File: src/rtl/i2c_pkg.sv
// rtl/i2c_pkg.sv - shared state encoding and bus constants for the I2C mux target
package i2c_pkg;

  typedef enum logic [2:0] {
    ST_IDLE,
    ST_ADDR,
    ST_ADDR_ACK,
    ST_WR_DATA,
    ST_WR_ACK,
    ST_RD_DATA,
    ST_RD_ACK,
    ST_IGNORE
  } i2c_state_e;

  localparam logic       I2C_ACK          = 1'b0;
  localparam logic       I2C_NACK         = 1'b1;
  localparam logic [6:0] MUX_ADDR_DEFAULT = 7'h70;

endpackage

File: src/rtl/i2c_line_filter.sv
// rtl/i2c_line_filter.sv - two-flop sync, stability filter and edge detect for one bus line
module i2c_line_filter #(
  parameter int FILT = 3
) (
  input  logic iClk,
  input  logic iRst,
  input  logic iLine,
  output logic oLvl,
  output logic oRise,
  output logic oFall
);

  localparam int CW = (FILT > 1) ? $clog2(FILT) : 1;

  logic          s1;
  logic          s2;
  logic [CW-1:0] cnt;

  // Idle bus is high, so the filtered level starts released.
  always_ff @(posedge iClk) begin
    if (iRst) begin
      s1    <= 1'b1;
      s2    <= 1'b1;
      cnt   <= '0;
      oLvl  <= 1'b1;
      oRise <= 1'b0;
      oFall <= 1'b0;
    end else begin
      s1    <= iLine;
      s2    <= s1;
      oRise <= 1'b0;
      oFall <= 1'b0;
      if (s2 != oLvl) begin
        if (cnt == CW'(FILT - 1)) begin
          oLvl  <= s2;
          oRise <= s2;
          oFall <= ~s2;
          cnt   <= '0;
        end else begin
          cnt <= cnt + 1'b1;
        end
      end else begin
        cnt <= '0;
      end
    end
  end

endmodule

File: src/rtl/i2c_mux_ctrl_slave.sv
// rtl/i2c_mux_ctrl_slave.sv - I2C target owning the mux channel-select register
module i2c_mux_ctrl_slave
  import i2c_pkg::*;
#(
  parameter logic [6:0] SLV_ADDR = MUX_ADDR_DEFAULT,
  parameter int         NCH      = 4,
  parameter int         FILT     = 3
) (
  input  logic           iClk,
  input  logic           iRst,
  input  logic           iSCL,
  input  logic           iSDA,
  output logic           oSDAOE,
  output logic [NCH-1:0] oChSel,
  output logic           oWrStb,
  output logic           oBusy
);

  logic       scl_lvl, scl_rise, scl_fall;
  logic       sda_lvl, sda_rise, sda_fall;
  logic       start_evt, stop_evt;
  logic [7:0] chsel_pad;

  i2c_state_e state;
  logic [2:0] bit_cnt;
  logic       byte_full;
  logic [7:0] sh;
  logic       rw;
  logic       rd_first;

  i2c_line_filter #(.FILT(FILT)) u_scl_filt (
    .iClk  (iClk),
    .iRst  (iRst),
    .iLine (iSCL),
    .oLvl  (scl_lvl),
    .oRise (scl_rise),
    .oFall (scl_fall)
  );

  i2c_line_filter #(.FILT(FILT)) u_sda_filt (
    .iClk  (iClk),
    .iRst  (iRst),
    .iLine (iSDA),
    .oLvl  (sda_lvl),
    .oRise (sda_rise),
    .oFall (sda_fall)
  );

  // Both lines see identical latency, so their relative ordering is preserved.
  assign start_evt = sda_fall & scl_lvl;
  assign stop_evt  = sda_rise & scl_lvl;
  assign chsel_pad = 8'(oChSel);

  always_ff @(posedge iClk) begin
    if (iRst) begin
      state     <= ST_IDLE;
      bit_cnt   <= 3'd0;
      byte_full <= 1'b0;
      sh        <= 8'h00;
      rw        <= 1'b0;
      rd_first  <= 1'b0;
      oSDAOE    <= 1'b1;
      oChSel    <= '0;
      oWrStb    <= 1'b0;
      oBusy     <= 1'b0;
    end else begin
      oWrStb <= 1'b0;
      if (stop_evt) begin
        state     <= ST_IDLE;
        bit_cnt   <= 3'd0;
        byte_full <= 1'b0;
        rd_first  <= 1'b0;
        oSDAOE    <= 1'b1;
        oBusy     <= 1'b0;
      end else if (start_evt) begin
        state     <= ST_ADDR;
        bit_cnt   <= 3'd0;
        byte_full <= 1'b0;
        rd_first  <= 1'b0;
        oSDAOE    <= 1'b1;
      end else begin
        case (state)
          ST_ADDR, ST_WR_DATA: begin
            if (scl_rise) begin
              sh      <= {sh[6:0], sda_lvl};
              bit_cnt <= bit_cnt + 3'd1;
              if (bit_cnt == 3'd7) byte_full <= 1'b1;
            end else if (scl_fall && byte_full) begin
              byte_full <= 1'b0;
              if (state == ST_ADDR) begin
                if (sh[7:1] == SLV_ADDR) begin
                  rw     <= sh[0];
                  oSDAOE <= I2C_ACK;
                  oBusy  <= 1'b1;
                  state  <= ST_ADDR_ACK;
                end else begin
                  oSDAOE <= 1'b1;
                  state  <= ST_IGNORE;
                end
              end else begin
                oChSel <= sh[NCH-1:0];
                oWrStb <= 1'b1;
                oSDAOE <= I2C_ACK;
                state  <= ST_WR_ACK;
              end
            end
          end
          ST_ADDR_ACK: begin
            if (scl_fall) begin
              bit_cnt <= 3'd0;
              if (!rw) begin
                oSDAOE <= 1'b1;
                state  <= ST_WR_DATA;
              end else begin
                sh     <= chsel_pad;
                oSDAOE <= chsel_pad[7];
                state  <= ST_RD_DATA;
              end
            end
          end
          ST_WR_ACK: begin
            if (scl_fall) begin
              oSDAOE <= 1'b1;
              state  <= ST_WR_DATA;
            end
          end
          ST_RD_DATA: begin
            // Rises count the bits the master has taken; falls present the next one.
            if (scl_rise) begin
              bit_cnt <= bit_cnt + 3'd1;
              if (bit_cnt == 3'd7) byte_full <= 1'b1;
            end else if (scl_fall) begin
              if (rd_first) begin
                rd_first <= 1'b0;
                oSDAOE   <= sh[7];
              end else if (byte_full) begin
                byte_full <= 1'b0;
                oSDAOE    <= 1'b1;
                state     <= ST_RD_ACK;
              end else begin
                oSDAOE <= sh[6];
                sh     <= {sh[6:0], 1'b0};
              end
            end
          end
          ST_RD_ACK: begin
            if (scl_rise) begin
              if (sda_lvl == I2C_ACK) begin
                sh       <= chsel_pad;
                rd_first <= 1'b1;
                bit_cnt  <= 3'd0;
                state    <= ST_RD_DATA;
              end else begin
                oSDAOE <= 1'b1;
                oBusy  <= 1'b0;
                state  <= ST_IGNORE;
              end
            end
          end
          default: ;
        endcase
      end
    end
  end

endmodule

File: config.mk
export PLATFORM = sky130hd
export DESIGN_NAME = i2c_mux_ctrl_slave
export DESIGN_NICKNAME = d
export VERILOG_FILES = /design/src/rtl/i2c_pkg.sv /design/src/rtl/i2c_line_filter.sv /design/src/rtl/i2c_mux_ctrl_slave.sv
export SDC_FILE = /design/constraint.sdc
export NUM_CORES = 1
export LEC_CHECK = 0
export BUFFER_PORTS_ARGS = -buffer_cell sky130_fd_sc_hd__buf_4
export CORE_UTILIZATION = 60
export DETAILED_ROUTE_END_ITERATION = 10
export PLACE_DENSITY = 0.81
export REMOVE_ABC_BUFFERS = 1
export SYNTH_ARGS = -nofsm -noshare
export SYNTH_HDL_FRONTEND = slang
export SYNTH_SLANG_ARGS = --single-unit
export TNS_END_PERCENT = 20
File: constraint.sdc
create_clock -name iClk -period 2.1 [get_ports iClk]
set_clock_uncertainty 0.1 [all_clocks]
set_input_delay 0.21 -clock iClk [delete_from_list [all_inputs] [get_ports iClk]]
set_output_delay 0.21 -clock iClk [all_outputs]
set_load 0.1 [all_outputs]
==> results of run 1 <==
-- cells in the mapped netlist, drive strengths merged, types with 3 or more instances --
cell type  number  share of area
a21o            3          0.011
nor2b          12          0.038
o21ai           9          0.024
nand3           7          0.018
or2             4          0.013
nand2          22          0.041
dfxtp          38           0.38
nor2           15          0.028
mux2            7          0.047
nand3b          4          0.015
mux2i          11          0.055
nor3            5          0.015
inv             8          0.015
clkbuf          7          0.014
ha              4          0.025
a21oi           9          0.023
nor4bb          5          0.025
buf             9          0.031
-- state kept, by name, indices dropped and copies added, names as in the netlist --
name and count:
u_scl_filt.oFall 1, u_sda_filt.s2 1, oSDAOE 1, oBusy 1, oWrStb 1, u_scl_filt.cnt 2
oChSel 4, u_scl_filt.s1 1, sh 8, u_scl_filt.s2 1, u_scl_filt.oLvl 1, state 3
byte_full 1, bit_cnt 3, u_sda_filt.oFall 1, rd_first 1, u_sda_filt.oLvl 1, u_sda_filt.oRise 1
u_sda_filt.s1 1, u_sda_filt.cnt 2, u_scl_filt.oRise 1, rw 1
-- per-stage QoR --
stage                     hold slack, ps  cells   util  power [W]
after floorplan                      179    202      -   0.000757
after global placement               293    269  0.687   0.000770
after detailed placement             293    269  0.687   0.000771
after CTS                           63.7    279  0.727    0.00140
after global routing                67.3    279  0.727    0.00144
final                               75.8    279  0.727    0.00139
-- layer usage --
| metal | part of all wire | routed length, um | GRT usage |
|---|---|---|---|
| met5 | 0 | 0 | 0 |
| met4 | 0.017 | 77 | 0.116 |
| met3 | 0.063 | 279 | 0.0721 |
| met2 | 0.47 | 2070 | 0.440 |
| met1 | 0.45 | 1980 | 0.380 |
-- cell type report --
class | count | area [um^2] | area share
clock buffer | 5 | 37.5 | 0.0166
inverter | 8 | 30.0 | 0.0133
multi-input combinational | 156 | 1110 | 0.493
clock inverter | 3 | 68.8 | 0.0305
sequential | 38 | 761 | 0.337
tap | 44 | 55.1 | 0.0244
timing repair buffer | 25 | 193 | 0.0854
-- cells by family (layout without fill, tap and decap cells) --
| logic type | Yosys count | in the layout | synth area share |
|---|---|---|---|
| fa+ha+maj | 4 | 4 | 0.0251 |
| xor+xnor | 2 | 2 | 0.00879 |
| buf+inv | 24 | 41 | 0.0603 |
| compound gates | 43 | 43 | 0.161 |
| mux | 18 | 18 | 0.102 |
| simple gates | 89 | 89 | 0.261 |
| flops | 38 | 38 | 0.382 |
-- how the worst max path moves through the flow --
stage	from	endpoint	slack (ps)	cells after the start
6_report	state[1]	sh[5]	170	5
5_1_grt	state[0]	sh[0]	90	4
4_1_cts	state[1]	sh[5]	180	5
3_5_place_dp	state[1]	sh[5]	200	5
3_3_place_gp	state[1]	sh[5]	250	5
2_1_floorplan	state[1]	sh[7]	-60	4
-- worst max-delay path, stage by stage, from the launching register on --
cell and delay (ps):
dfxtp_1 380, buf_4 200, nor4b_4 230, o21ai_2 120
a221oi_4 450, mux2_4 340
-- repair_timing --
| item | in CTS | in global routing |
|---|---|---|
| hold buffers | 2 | 0 |
| hold endpoints to repair | 2 | 0 |
| setup endpoints to repair | 0 | 0 |
-- power by group through the flow --
stage	registers [W]	clock network, W	logic, W
finish	0.000728	0.000629	0.0000304
global route	0.000729	0.000673	0.0000338
CTS	0.000728	0.000639	0.0000301
detailed placement	0.000744	0	0.0000271
global placement	0.000744	0	0.0000263
floorplan	0.000744	0	0.0000135
==> out/metrics.cfg, run 1 <==
[sta]
finalSetupViolations = 0
slew_headroom = 0.607
post-route-period-util = 0.918
drv_slew = 0
clock.fmax_mhz = 519
rsz0062_at_grt = no
setup_slack_ps = 172
min_period_ps = 1930
tightest_slew_ps = 575
setup_tns_ps = 0
finalHoldViolCount = 0

[finish]
final_cell_mix = dfxtp_1, buf_4, nand2_1
n_fill_cell = 254
syn2layout_area_growth_pct = 13.2
nNetsFinal = 242
layout_commonest_cell = dfxtp_1
antennaDiodeCount = 0
layout-drive-gt1-share = 0.196
design_area_um2 = 2260

[synth]
synth_cell_types = 56
synth_ff_type = dfxtp_1
synth_edf_count = 0
async_flop_share = 0
synthCells = 218
avgSynthCellArea_um2 = 9.14
yosysWarnings = 0
ys_seq_area_frac = 0.382
synth.cell_area_um2 = 1990
ys_ff_latch = 38

[hold_path]
min_path_cells = 2
hold_class = in -> reg
min_from = iRst
holdPathEnd = rw

[clocking]
clockBufferDepth = 2
cts.clk_slew.worst_paths_ps = 120
cts_tree = done
clk_latency_ps = 350
ctsResizeCount = 0
postCtsSetupBuffers = 0
cts_sinks = 38
cts_made_buffers = 5
ctsRootBufferMaster = clkbuf_4
h-tree-depth = 2

[power_and_ir_drop]
ir_drop_mv = 0.566
combPwrFrac = 0.022
switching_share = 0.200
p_leak_nw = 0.847
p_int_w = 0.00111
switching_power_w = 0.000277
pwr-share-clk = 0.453
power_frac_seq = 0.525
powerDensity_nw_per_um2 = 615

[floorplan]
row_count = 20
dieArea_um2 = 3560
ios = 11
start_util = 0.642
die_x_um = 59.6
die_y_um = 59.6
fp.coreArea_um2 = 3100

[detailed_routing]
first_pass_iters = 4
route.detailed.drc = 0
vias = 1716
vias_per_cell = 6.15
wirelength_mm = 4.41
drt-initial-drc-count = 118
avgRoutedWirePerCell_um = 15.8
antenna_left = 0

[critical_path]
cp-start-kind = flip-flop
required_ps = 2250
crit_path_end_kind = flip-flop
worstPathArrival_ps = 2080
rrSetupSlack_ps = 170
crit_type = reg -> reg
r2r_start = state[1]
reg2reg_to = sh[5]
reg2reg_depth = 5
crit_fanout = 13

[grt]
antenna_found_initial = 0
grt_pass1_wl_mm = 7.40
grt_overflow = 0
grt_max_degree = 24
grt_pass1_vias = 1607
gr-usage-all-layers = 0.285

[place]
place_congestion = 1.02
pre_cts_ws_ps = 197
numPortBuffers = 10
place_area_um2 = 2130
dp_hpwl_mm = 3.12

[flow_run]
cap_violations = 0

[status]
status = finished clean

Note: power is estimated with default switching activity, not from simulation.
==> inputs of run 2 (changes only) <==
==> constraint.sdc (replaced) <==
create_clock -name iClk -period 2.1 [get_ports iClk]
set_clock_uncertainty 0.1 [all_clocks]
set_input_delay 0.42 -clock iClk [delete_from_list [all_inputs] [get_ports iClk]]
set_output_delay 0.42 -clock iClk [all_outputs]
set_load 0.1 [all_outputs]
==> out/metrics.cfg, run 2 (synthesis gave the netlist of run 1 again) <==
[status]
status = finished clean

[sta]
tightest_slew_ps = 578
clock.fmax_mhz = 506
setup_tns_ps = 0
drv_slew = 0
hold_ws_ps = 148
min_period_ps = 1980
finalSetupViolations = 0
rsz0062_at_grt = no
finalHoldViolCount = 0
post-route-period-util = 0.942
slew_headroom = 0.604

[grt]
grt_max_degree = 24
grt_pass1_vias = 1713
grt_overflow = 0
antenna_found_initial = 0
grt_pass1_wl_mm = 7.82
gr-usage-all-layers = 0.302

[finish]
layout_commonest_cell = dfxtp_1
fin_cells = 278
layout-drive-gt1-share = 0.201
top_register = sh
largest_register_ffs = 8
antennaDiodeCount = 0
syn2layout_area_growth_pct = 11.2
design_area_um2 = 2220
n_fill_cell = 257
top_regs = sh x8, oChSel x4
nNetsFinal = 241
final_cell_mix = dfxtp_1, buf_4, nand2_1
fin_util = 0.714

[critical_path]
path_delay_family = compound AO/OA/AOI/OAI gates
slowest_delay_ps = 530
worstPathArrival_ps = 2120
crit_type = reg -> reg
reg2reg_depth = 4
cp_cell_sequence = nand2b_1 > o22ai_1 > a221o_1 > mux2_4
required_ps = 2240
crit_path_end_kind = flip-flop
r2r_start = state[0]
crit_slowest_cell = dfxtp_1
reg2reg_to = sh[0]
path_buf_inv = 0
rrSetupSlack_ps = 120
crit_fanout = 10
cp-start-kind = flip-flop

[clocking]
clk_latency_ps = 350
cts_sinks = 38
ctsRootBufferMaster = clkbuf_4
postCtsSetupBuffers = 0
ctsResizeCount = 0
h-tree-depth = 2
cts.clk_slew.worst_paths_ps = 110
clockBufferDepth = 2
cts_tree = done
hold_buffers = 0
cts_made_buffers = 5

[floorplan]
ios = 11
row_count = 20
dieArea_um2 = 3560
start_util = 0.642
die_x_um = 59.6
fp.coreArea_um2 = 3100
die_y_um = 59.6

[place]
place_congestion = 1.02
dp_hpwl_mm = 3.28
place_inst = 270
numPortBuffers = 10
place_area_um2 = 2140

[detailed_routing]
route.detailed.drc = 0
first_pass_iters = 6
avgRoutedWirePerCell_um = 17.2
drt-initial-drc-count = 107
antenna_left = 0
vias = 1785
wirelength_mm = 4.77
vias_per_cell = 6.42

[hold_path]
hold_class = in -> reg
min_path_cells = 2
holdPathEnd = u_sda_filt.s1
min_from = iSDA

[power_and_ir_drop]
ir_drop_mv = 0.607
powerDensity_nw_per_um2 = 565
p_leak_nw = 0.833

[flow_run]
cap_violations = 0

[run 2: cell type report]
class | count | area (um^2) | area share
Clock buffer | 5 | 37.5 | 0.0169
Clock inverter | 3 | 40.0 | 0.0181
Inverter | 8 | 30.0 | 0.0136
Multi-Input combinational cell | 156 | 1110 | 0.502
Sequential cell | 38 | 761 | 0.343
Tap cell | 44 | 55.1 | 0.0248
Timing Repair Buffer | 24 | 180 | 0.0813
[run 2: worst reg2reg max path, stage by stage, from the launching register on]
cell and delay [ps]:
dfxtp_1 530, nand2b_1 120, o22ai_1 430, a221o_1 370, mux2_4 320
[run 2: worst max-delay path by stage]
stage / depth (start not counted) / from / slack [ps] / to
2_1_floorplan: 4 / state[1] / -60 / sh[7]
3_5_place_dp: 4 / state[0] / 190 / sh[0]
4_1_cts: 4 / state[0] / 170 / sh[0]
5_1_grt: 5 / state[0] / 40 / state[0]
3_3_place_gp: 5 / state[1] / 250 / sh[5]
6_report: 4 / state[0] / 120 / sh[0]
[run 2: metrics by stage]
step	setup WS (ps)	power, W
final	122	0.00125
after detailed placement	194	0.000773
after CTS	168	0.00126
after global placement	247	0.000772
after floorplan	-59.8	0.000757
after global routing	40.1	0.00130
[run 2: routing by layer]
| metal | vias up | wire [um] | share of wire | track usage |
|---|---|---|---|---|
| li1 | 813 | - | - | - |
| met3 | 17 | 374 | 0.078 | 0.0939 |
| met4 | 0 | 119 | 0.025 | 0.113 |
| met1 | 866 | 1940 | 0.41 | 0.355 |
| met2 | 89 | 2330 | 0.49 | 0.514 |
| met5 | - | 0 | 0 | 0 |
[run 2: power breakdown]
| group | internal, W | switching, W |
|---|---|---|
| registers | 0.000725 | 0.00000283 |
| clock network | 0.000247 | 0.000248 |
| logic | 0.0000117 | 0.0000174 |
| total | 0.000984 | 0.000268 |
